`src/rtl/rv_if_pkg.sv`:
```
// Shared types and constants for the instruction fetch stage.
package rv_if_pkg;

   typedef enum logic [1:0] {
      FETCH = 2'd0,
      WAIT  = 2'd1,
      DRAIN = 2'd2
   } fetch_state_e;

   localparam logic [31:0] NOP_INSTR        = 32'h0000_0013;
   localparam logic [31:0] DEFAULT_RESET_PC = 32'h0000_0000;

   // Fetch targets are always word aligned; low address bits are discarded.
   function automatic logic [31:0] alignPc(input logic [31:0] pc);
      return {pc[31:2], 2'b00};
   endfunction

endpackage

```
`src/rtl/if_out_reg.sv`:
```
// One-entry output slot between fetch and decode; flush beats load beats consume.
module if_out_reg
   import rv_if_pkg::*;
(
   input  logic        clk,
   input  logic        rst,
   input  logic        load_i,
   input  logic        consume_i,
   input  logic        flush_i,
   input  logic [31:0] instr_i,
   input  logic [31:0] pc_i,
   output logic        valid_o,
   output logic [31:0] instr_o,
   output logic [31:0] pc_o
);

   logic        valid_q, valid_d;
   logic [31:0] instr_q, instr_d;
   logic [31:0] pc_q, pc_d;

   always_comb begin
      valid_d = valid_q;
      instr_d = instr_q;
      pc_d    = pc_q;
      if (flush_i) begin
         valid_d = 1'b0;
         instr_d = NOP_INSTR;
      end else if (load_i) begin
         valid_d = 1'b1;
         instr_d = instr_i;
         pc_d    = pc_i;
      end else if (consume_i && valid_q) begin
         valid_d = 1'b0;
         instr_d = NOP_INSTR;
      end
   end

   always_ff @(posedge clk) begin
      if (rst) begin
         valid_q <= 1'b0;
         instr_q <= NOP_INSTR;
         pc_q    <= 32'h0;
      end else begin
         valid_q <= valid_d;
         instr_q <= instr_d;
         pc_q    <= pc_d;
      end
   end

   assign valid_o = valid_q;
   assign instr_o = instr_q;
   assign pc_o    = pc_q;

endmodule

```
`src/rtl/if_stage.sv`:
```
// Instruction fetch stage: PC, single-outstanding imem requests, redirect handling.
module if_stage
   import rv_if_pkg::*;
#(
   parameter logic [31:0] RESET_PC = DEFAULT_RESET_PC
) (
   input  logic        clk,
   input  logic        rst,
   output logic        imem_req,
   output logic [31:0] imem_addr,
   input  logic        imem_gnt,
   input  logic        imem_rvalid,
   input  logic [31:0] imem_rdata,
   output logic        if_valid,
   output logic [31:0] if_instr,
   output logic [31:0] if_pc,
   input  logic        id_ready,
   input  logic        redirect_valid,
   input  logic [31:0] redirect_pc
);

   fetch_state_e state_q, state_d;
   logic [31:0]  pc_q, pc_d;
   logic [31:0]  fetchPc_q, fetchPc_d;
   logic [31:0]  redirTarget;
   logic         slotFree;
   logic         loadOut;

   assign slotFree    = !if_valid || id_ready;
   assign imem_req    = (state_q == FETCH) && slotFree && !rst;
   assign imem_addr   = pc_q;
   assign redirTarget = alignPc(redirect_pc);

   // A redirect always wins the PC; any response still owed by memory is
   // swallowed in DRAIN so only one request is ever outstanding.
   always_comb begin
      state_d   = state_q;
      pc_d      = pc_q;
      fetchPc_d = fetchPc_q;
      loadOut   = 1'b0;
      case (state_q)
         FETCH: begin
            if (imem_req && imem_gnt) begin
               if (redirect_valid) begin
                  pc_d    = redirTarget;
                  state_d = DRAIN;
               end else begin
                  fetchPc_d = pc_q;
                  pc_d      = pc_q + 32'd4;
                  state_d   = WAIT;
               end
            end else if (redirect_valid) begin
               pc_d = redirTarget;
            end
         end
         WAIT: begin
            if (redirect_valid) begin
               pc_d    = redirTarget;
               state_d = imem_rvalid ? FETCH : DRAIN;
            end else if (imem_rvalid) begin
               loadOut = 1'b1;
               state_d = FETCH;
            end
         end
         DRAIN: begin
            if (redirect_valid) begin
               pc_d = redirTarget;
            end
            if (imem_rvalid) begin
               state_d = FETCH;
            end
         end
         default: state_d = FETCH;
      endcase
   end

   always_ff @(posedge clk) begin
      if (rst) begin
         state_q   <= FETCH;
         pc_q      <= RESET_PC;
         fetchPc_q <= 32'h0;
      end else begin
         state_q   <= state_d;
         pc_q      <= pc_d;
         fetchPc_q <= fetchPc_d;
      end
   end

   if_out_reg u_out_reg (
      .clk       (clk),
      .rst       (rst),
      .load_i    (loadOut),
      .consume_i (id_ready),
      .flush_i   (redirect_valid),
      .instr_i   (imem_rdata),
      .pc_i      (fetchPc_q),
      .valid_o   (if_valid),
      .instr_o   (if_instr),
      .pc_o      (if_pc)
   );

endmodule

```
`config.mk`:
```
export PLATFORM = sky130hd
export DESIGN_NAME = if_stage
export DESIGN_NICKNAME = d
export VERILOG_FILES = /design/src/rtl/rv_if_pkg.sv /design/src/rtl/if_out_reg.sv /design/src/rtl/if_stage.sv
export SDC_FILE = /design/constraint.sdc
export NUM_CORES = 1
export LEC_CHECK = 0
export ABC_CLOCK_PERIOD_IN_PS = 3100
export CAP_MARGIN = 40
export CORE_MARGIN = 2
export CORE_UTILIZATION = 33
export DETAILED_ROUTE_END_ITERATION = 10
export GPL_TIMING_DRIVEN = 0
export PLACE_DENSITY = 0.64
export SLEW_MARGIN = 20
export SYNTH_ARGS = -nofsm -noshare
export SYNTH_HDL_FRONTEND = slang
export SYNTH_SLANG_ARGS = --single-unit
```
`constraint.sdc`:
```
create_clock -name clk -period 3.1 [get_ports clk]
set_input_delay 0.775 -clock clk [delete_from_list [all_inputs] [get_ports clk]]
set_output_delay 0.775 -clock clk [all_outputs]
set_load 0.02 [all_outputs]
```
**Word level (Yosys, flattened, before mapping)**

Index checks and enable logic that the tools add are counted.

- $add $sub $neg: 1
- Eq/ne operators: 3
- Mux-type cells: 17
- Bitwise gates (word level): 1
- Reductions and logical operators: 14

Operators with widths:

| operator | number |
|---|---|
| 32-bit two-way mux | 5 |
| 32-bit one-hot mux with 2 select lines | 1 |
| 32-bit by 3-bit adder with 32-bit output (second input constant) | 1 |
| 2-bit two-way mux | 5 |
| 2-bit one-hot mux with 3 select lines | 1 |
| 1-bit two-way mux | 5 |
| 1-bit logical AND | 4 |
| 2-bit nonzero test | 2 |
| 2-bit OR reduction | 2 |
| 3-bit AND reduction | 1 |
| 2-bit by 1-bit equality test with 1-bit output (second input constant) | 1 |
| 2-bit equality test (second input constant) | 1 |
| 1-bit logical NOT | 2 |
| 2-bit logical NOT | 1 |
| 2-bit by 1-bit != test with 1-bit output (second input constant) | 1 |
| 2-bit AND reduction | 1 |
| 1-bit logical OR | 1 |
| 1-bit inverter | 1 |

- Register bits: 131
- Input bits: 70
- Output and inout bits: 98
- Logic and storage cells: 42

**Longest topological paths before layout**

- Word-level depth: 7
- Gate-level depth with buffers: 10
- Mapped depth without buffers: 7

**Cells and area by module**

A second synthesis with hierarchy kept.

- Cell total of the unflattened synthesis: 663
- Area total of the unflattened synthesis: 5,596.6 sq um

Modules (own cells, without submodules):

| module | instances | cells each | area each (sq um) | seq. area each (sq um) |
|---|---|---|---|---|
| if_stage | 1 | 443 | 3,435.8 | 1,321.3 |
| if_out_reg | 1 | 220 | 2,160.8 | 1,301.2 |

**Worst setup path after synthesis**

OpenSTA, ideal clock, no wires.

- Kind: input port to flip-flop
- Start: input id_ready
- End: register pc_q[29], in the netlist imem_addr[29]
- Setup time: 0.074 ns
- Arrival time: 2.376 ns
- Required time: 3.026 ns
- Path slack: 0.650 ns
- Stages: 7
- Path buffers: 2
- Path through: nand2b_1 -> buf_2 -> nand3_2 -> or4_1 -> buf_2 -> or4_1 -> a31oi_1

- Word-level cells in the longest chain between the ends: 6

RTL lines:

| item | line | text |
|---|---|---|
| start, declared | if_stage.sv:17 | `input logic id_ready,` |
| 1-bit logical OR | if_stage.sv:29 | `assign slotFree = !if_valid \|\| id_ready;` |
| 1-bit logical AND (2 in series) | if_stage.sv:30 | `assign imem_req = (state_q == FETCH) && slotFree && !rst;` |
| 1-bit logical AND | if_stage.sv:43 | `if (imem_req && imem_gnt) begin` |
| 32-bit two-way mux | if_stage.sv:43 |  |
| 32-bit one-hot mux with 2 select lines | if_stage.sv:41 | `case (state_q)` |
| end signal, assigned | if_stage.sv:84 | `pc_q <= pc_d;` |
| end, declared | if_stage.sv:23 | `logic [31:0] pc_q, pc_d;` |

No other way between the ends.
A chain may end at the register's enable or synchronous reset.

**Final worst setup path**

- Start: input rst
- End: output imem_req

- Word-level cells in the longest chain between the ends: 2

RTL lines:

| item | line | text |
|---|---|---|
| start, declared | if_stage.sv:8 | `input logic rst,` |
| 1-bit logical NOT | if_stage.sv:30 |  |
| 1-bit logical AND | if_stage.sv:30 |  |
| end, declared | if_stage.sv:9 | `output logic imem_req,` |

No other way between the ends.

==> summary.txt <==
Detailed routing
  – DR vias: 5804
  – Post-route DRC: 0
  – Detailed Routing Iterations Pass 1: 5
  – Vias per cell: 5.23
  – Number of DRC markers in iteration 0: 492
  – Total Routed Length: 19.1 mm
  – Routed len/inst: 17.2 um
  – Final ANT Viol Nets: 0

Timing
  – Final period util: 97.7%
  – Layout Skew: 6.50 ps
  – FMAX: 0.330 GHz
  – Max-slew violations: 0
  – Fin worst setup slack: 72.8 ps
  – Worst Max-Slew Pin Slew: 768 ps
  – Setup violations, final: 0
  – Setup TNS: 0 ps
  – Worst slew margin: 48.8%
  – Final Hold Viols: 0
  – RSZ-0062 raised after global routing: false
  – Fin crit period: 3030 ps

Power and ir drop
  – Peak supply drop: 414 uV
  – Power share of the combinational group: 10.2%
  – Clock power frac: 46.6%
  – Sequential power share: 43.3%
  – Leakage: 2.69 nW
  – Cell Int Power: 2.97 mW
  – P per Cell Area: 511 mW/mm2
  – Switching pwr: 1.14 mW
  – Net Sw Frac: 27.7%

Yosys
  – Synth Area in Simple Gates: 23.9%
  – Post-synth cell types: 57
  – Main synth FF type: dfxtp_1
  – Post-synth top area share: 47.4%
  – Post-Synth Adder-Cell Area: 1.13%
  – Most frequent cell after synthesis: nand2_1
  – EDFF count, synth: 0
  – Post-Syn Area per Cell: 8.00 um2
  – Async SR Flop Fraction: 0%
  – Post-synthesis mux area share: 1.09%
  – Post-synthesis sequential area ratio: 47.4%
  – Synth top cells by count: 163 x nand2_1, 131 x dfxtp_1, 86 x a21oi_1
  – Mapped Cells: 692
  – Top cells by area, synth: dfxtp_1 47%, nand2_1 11%, a21oi_1 7.8%
  – Synth Area in XOR/XNOR: 0%
  – Synthesis Warnings: 0
  – Synthesized cell area: 0.00553 mm2
  – Largest family of logic cells by synthesized area: simple AND/OR/NAND/NOR gates
  – Compound-Gate Fraction of Synth Area: 22.0%
  – Mapped Nets: 767
  – Number of synthesized register bits: 131
  – Top cell type by total area after synthesis: dfxtp_1

Worst setup path
  – Worst r2r dst: imem_addr[26]$_SDFFE_PP0P_
  – R2R Setup Slk: 370 ps
  – Critical Path Source Type: input port
  – CP Capture Type: output port
  – Crit path capture: imem_req
  – Worst Path Max Fanout: 10
  – Crit path from: rst
  – Reg2reg path depth: 7
  – Worst Path Required: 2320 ps
  – CP arrival: 2250 ps
  – Worst r2r src: state_q[0]$_SDFFE_PP0P_
  – WS Path Type: input port to output port

Floorplan
  – Starting Density: 33.6%
  – Rows: 47
  – Die area: 0.0178 mm2
  – Core ar.: 0.0165 mm2
  – Chip Width: 134 um
  – # IOs: 168
  – Die Y: 134 um

CTS
  – Clock Path Buffers: 2
  – Post-CTS setup buffer count: 0
  – TritonCTS clock tree: done
  – Number of H-tree levels: 4
  – Reg clk slew, reported paths: 60 ps
  – Hold Buf Count CTS: 0
  – Clk sinks: 131
  – Clock Root Buffer: clkbuf_16
  – CTS buffer count: 17
  – Clk_lat worst skew: 430 ps

Place
  – Port bufs: 165
  – Final Wtd Congestion: 0.903
  – Pre-CTS WS: -443 ps
  – Post-DP HPWL: 13.7 mm

Finish
  – Area grow syn2layout: 45.3%
  – Post-layout nets: 952
  – # diodes: 0
  – # fillers: 1664
  – Fraction of layout cells with a size suffix above 1: 5.28%

Global route
  – Number of global-route vias before repair: 5415
  – Pin count of the biggest net entering global routing: 17
  – First-pass GRT wire length: 29.8 mm
  – Total gr overflow: 0
  – Antenna violations before repair: 0
  – Total track usage: 21.4%

Worst hold path
  – Min-delay worst type: flop to flop
  – Min-delay src: fetchPc_q[11]$_SDFFE_PP0P_

Run status
  – Run status: completed

Flow run
  – Max Cap Viol: 0
==> per-stage QoR <==
step | instances | total power [mW] | hold WS, ps | utilization, % | cell area (um2)
final | 1110 | 4.11 | 452 | 48.8 | 8040
after floorplan | 692 | 1.99 | 432 | - | 5530
after global placement | 1077 | 2.23 | 439 | 45.3 | 7460
after CTS | 1110 | 4.13 | 453 | 48.8 | 8040
after detailed placement | 1078 | 2.23 | 444 | 45.4 | 7470
after global routing | 1110 | 4.25 | 465 | 48.8 | 8040
==> final cells by class <==
| class | instances | area [um2] | area share, % |
|---|---|---|---|
| multi-input combinational | 496 | 2660 | 33.1 |
| timing repair buffer | 166 | 1660 | 20.7 |
| buffer | 52 | 208 | 2.58 |
| clock buffer | 17 | 425 | 5.29 |
| clock inverter | 15 | 135 | 1.68 |
| tap | 220 | 275 | 3.42 |
| inverter | 13 | 48.8 | 0.607 |
| sequential | 131 | 2620 | 32.6 |
==> critical path: stages <==
cell and delay [ps]:
clkdlybuf4s50_1 510, inv_1 160, clkbuf_4 250, and3_1 210
dlygate4sd2_1 340
==> routing by layer <==
metal | track usage, % | vias up | wire, um
met5 | 0 | - | 0
met4 | 8.22 | 0 | 461
met3 | 5.29 | 33 | 1310
met2 | 33.1 | 203 | 8720
met1 | 28.9 | 2741 | 8560
li1 | - | 2827 | -
==> cell families after synthesis <==
group | Yosys count
AOI/OAI and AO/OA | 193
DFF | 131
and+or+nand+nor | 292
adders and majority gates | 5
buffers and inverters | 65
muxes | 6
==> power groups by stage <==
stage	sequential (mW)	clock [mW]	combinational (mW)
after detailed placement	1.81	0	0.413
after CTS	1.78	1.94	0.415
after global routing	1.78	2.02	0.450
after global placement	1.81	0	0.412
after floorplan	1.83	0	0.166
final	1.78	1.91	0.418
==> worst min path at each step <==
stage | end | slack (ps) | cells past startpoint
floorplan | u_out_reg.pc_o[0]$_SDFFE_PP0P_ | 430 | 2
global placement | u_out_reg.pc_o[2]$_SDFFE_PP0P_ | 440 | 2
detailed placement | u_out_reg.pc_o[2]$_SDFFE_PP0P_ | 440 | 2
global route | u_out_reg.pc_o[12]$_SDFFE_PP0P_ | 470 | 2
finish | u_out_reg.pc_o[11]$_SDFFE_PP0P_ | 450 | 2
CTS | u_out_reg.pc_o[2]$_SDFFE_PP0P_ | 450 | 2
==> registers in the layout (all words and copies together) (netlist names) <==
name and flops:
u_out_reg.instr_o 32, imem_addr 32, state_q 2, u_out_reg.pc_o 32, fetchPc_q 32, u_out_reg.valid_o 1
==> repair_timing <==
item / 4_1_cts / 5_1_grt
endpoints found under the setup margin: 1 / 1
pin swaps: 0 / 0
gates resized for setup: 3 / 1
==> layout by cell type, fill, tap and decap left out, types with 6 or more instances in the layout <==
cell             instances
clkdlybuf4s50_1        164
nand2_1                163
dfxtp_1                131
a21oi_1                 86
nor2_1                  48
clkbuf_1                41
a22oi_1                 38
o21ai_0                 20
clkbuf_16               17
nor3_1                  16
inv_1                   12
nand4_1                 10
and3_1                   9
nor4_1                   8
nand3_1                  7
inv_6                    7
o22ai_1                  6
mux2i_1                  6
(Power assumes the default switching activity.)
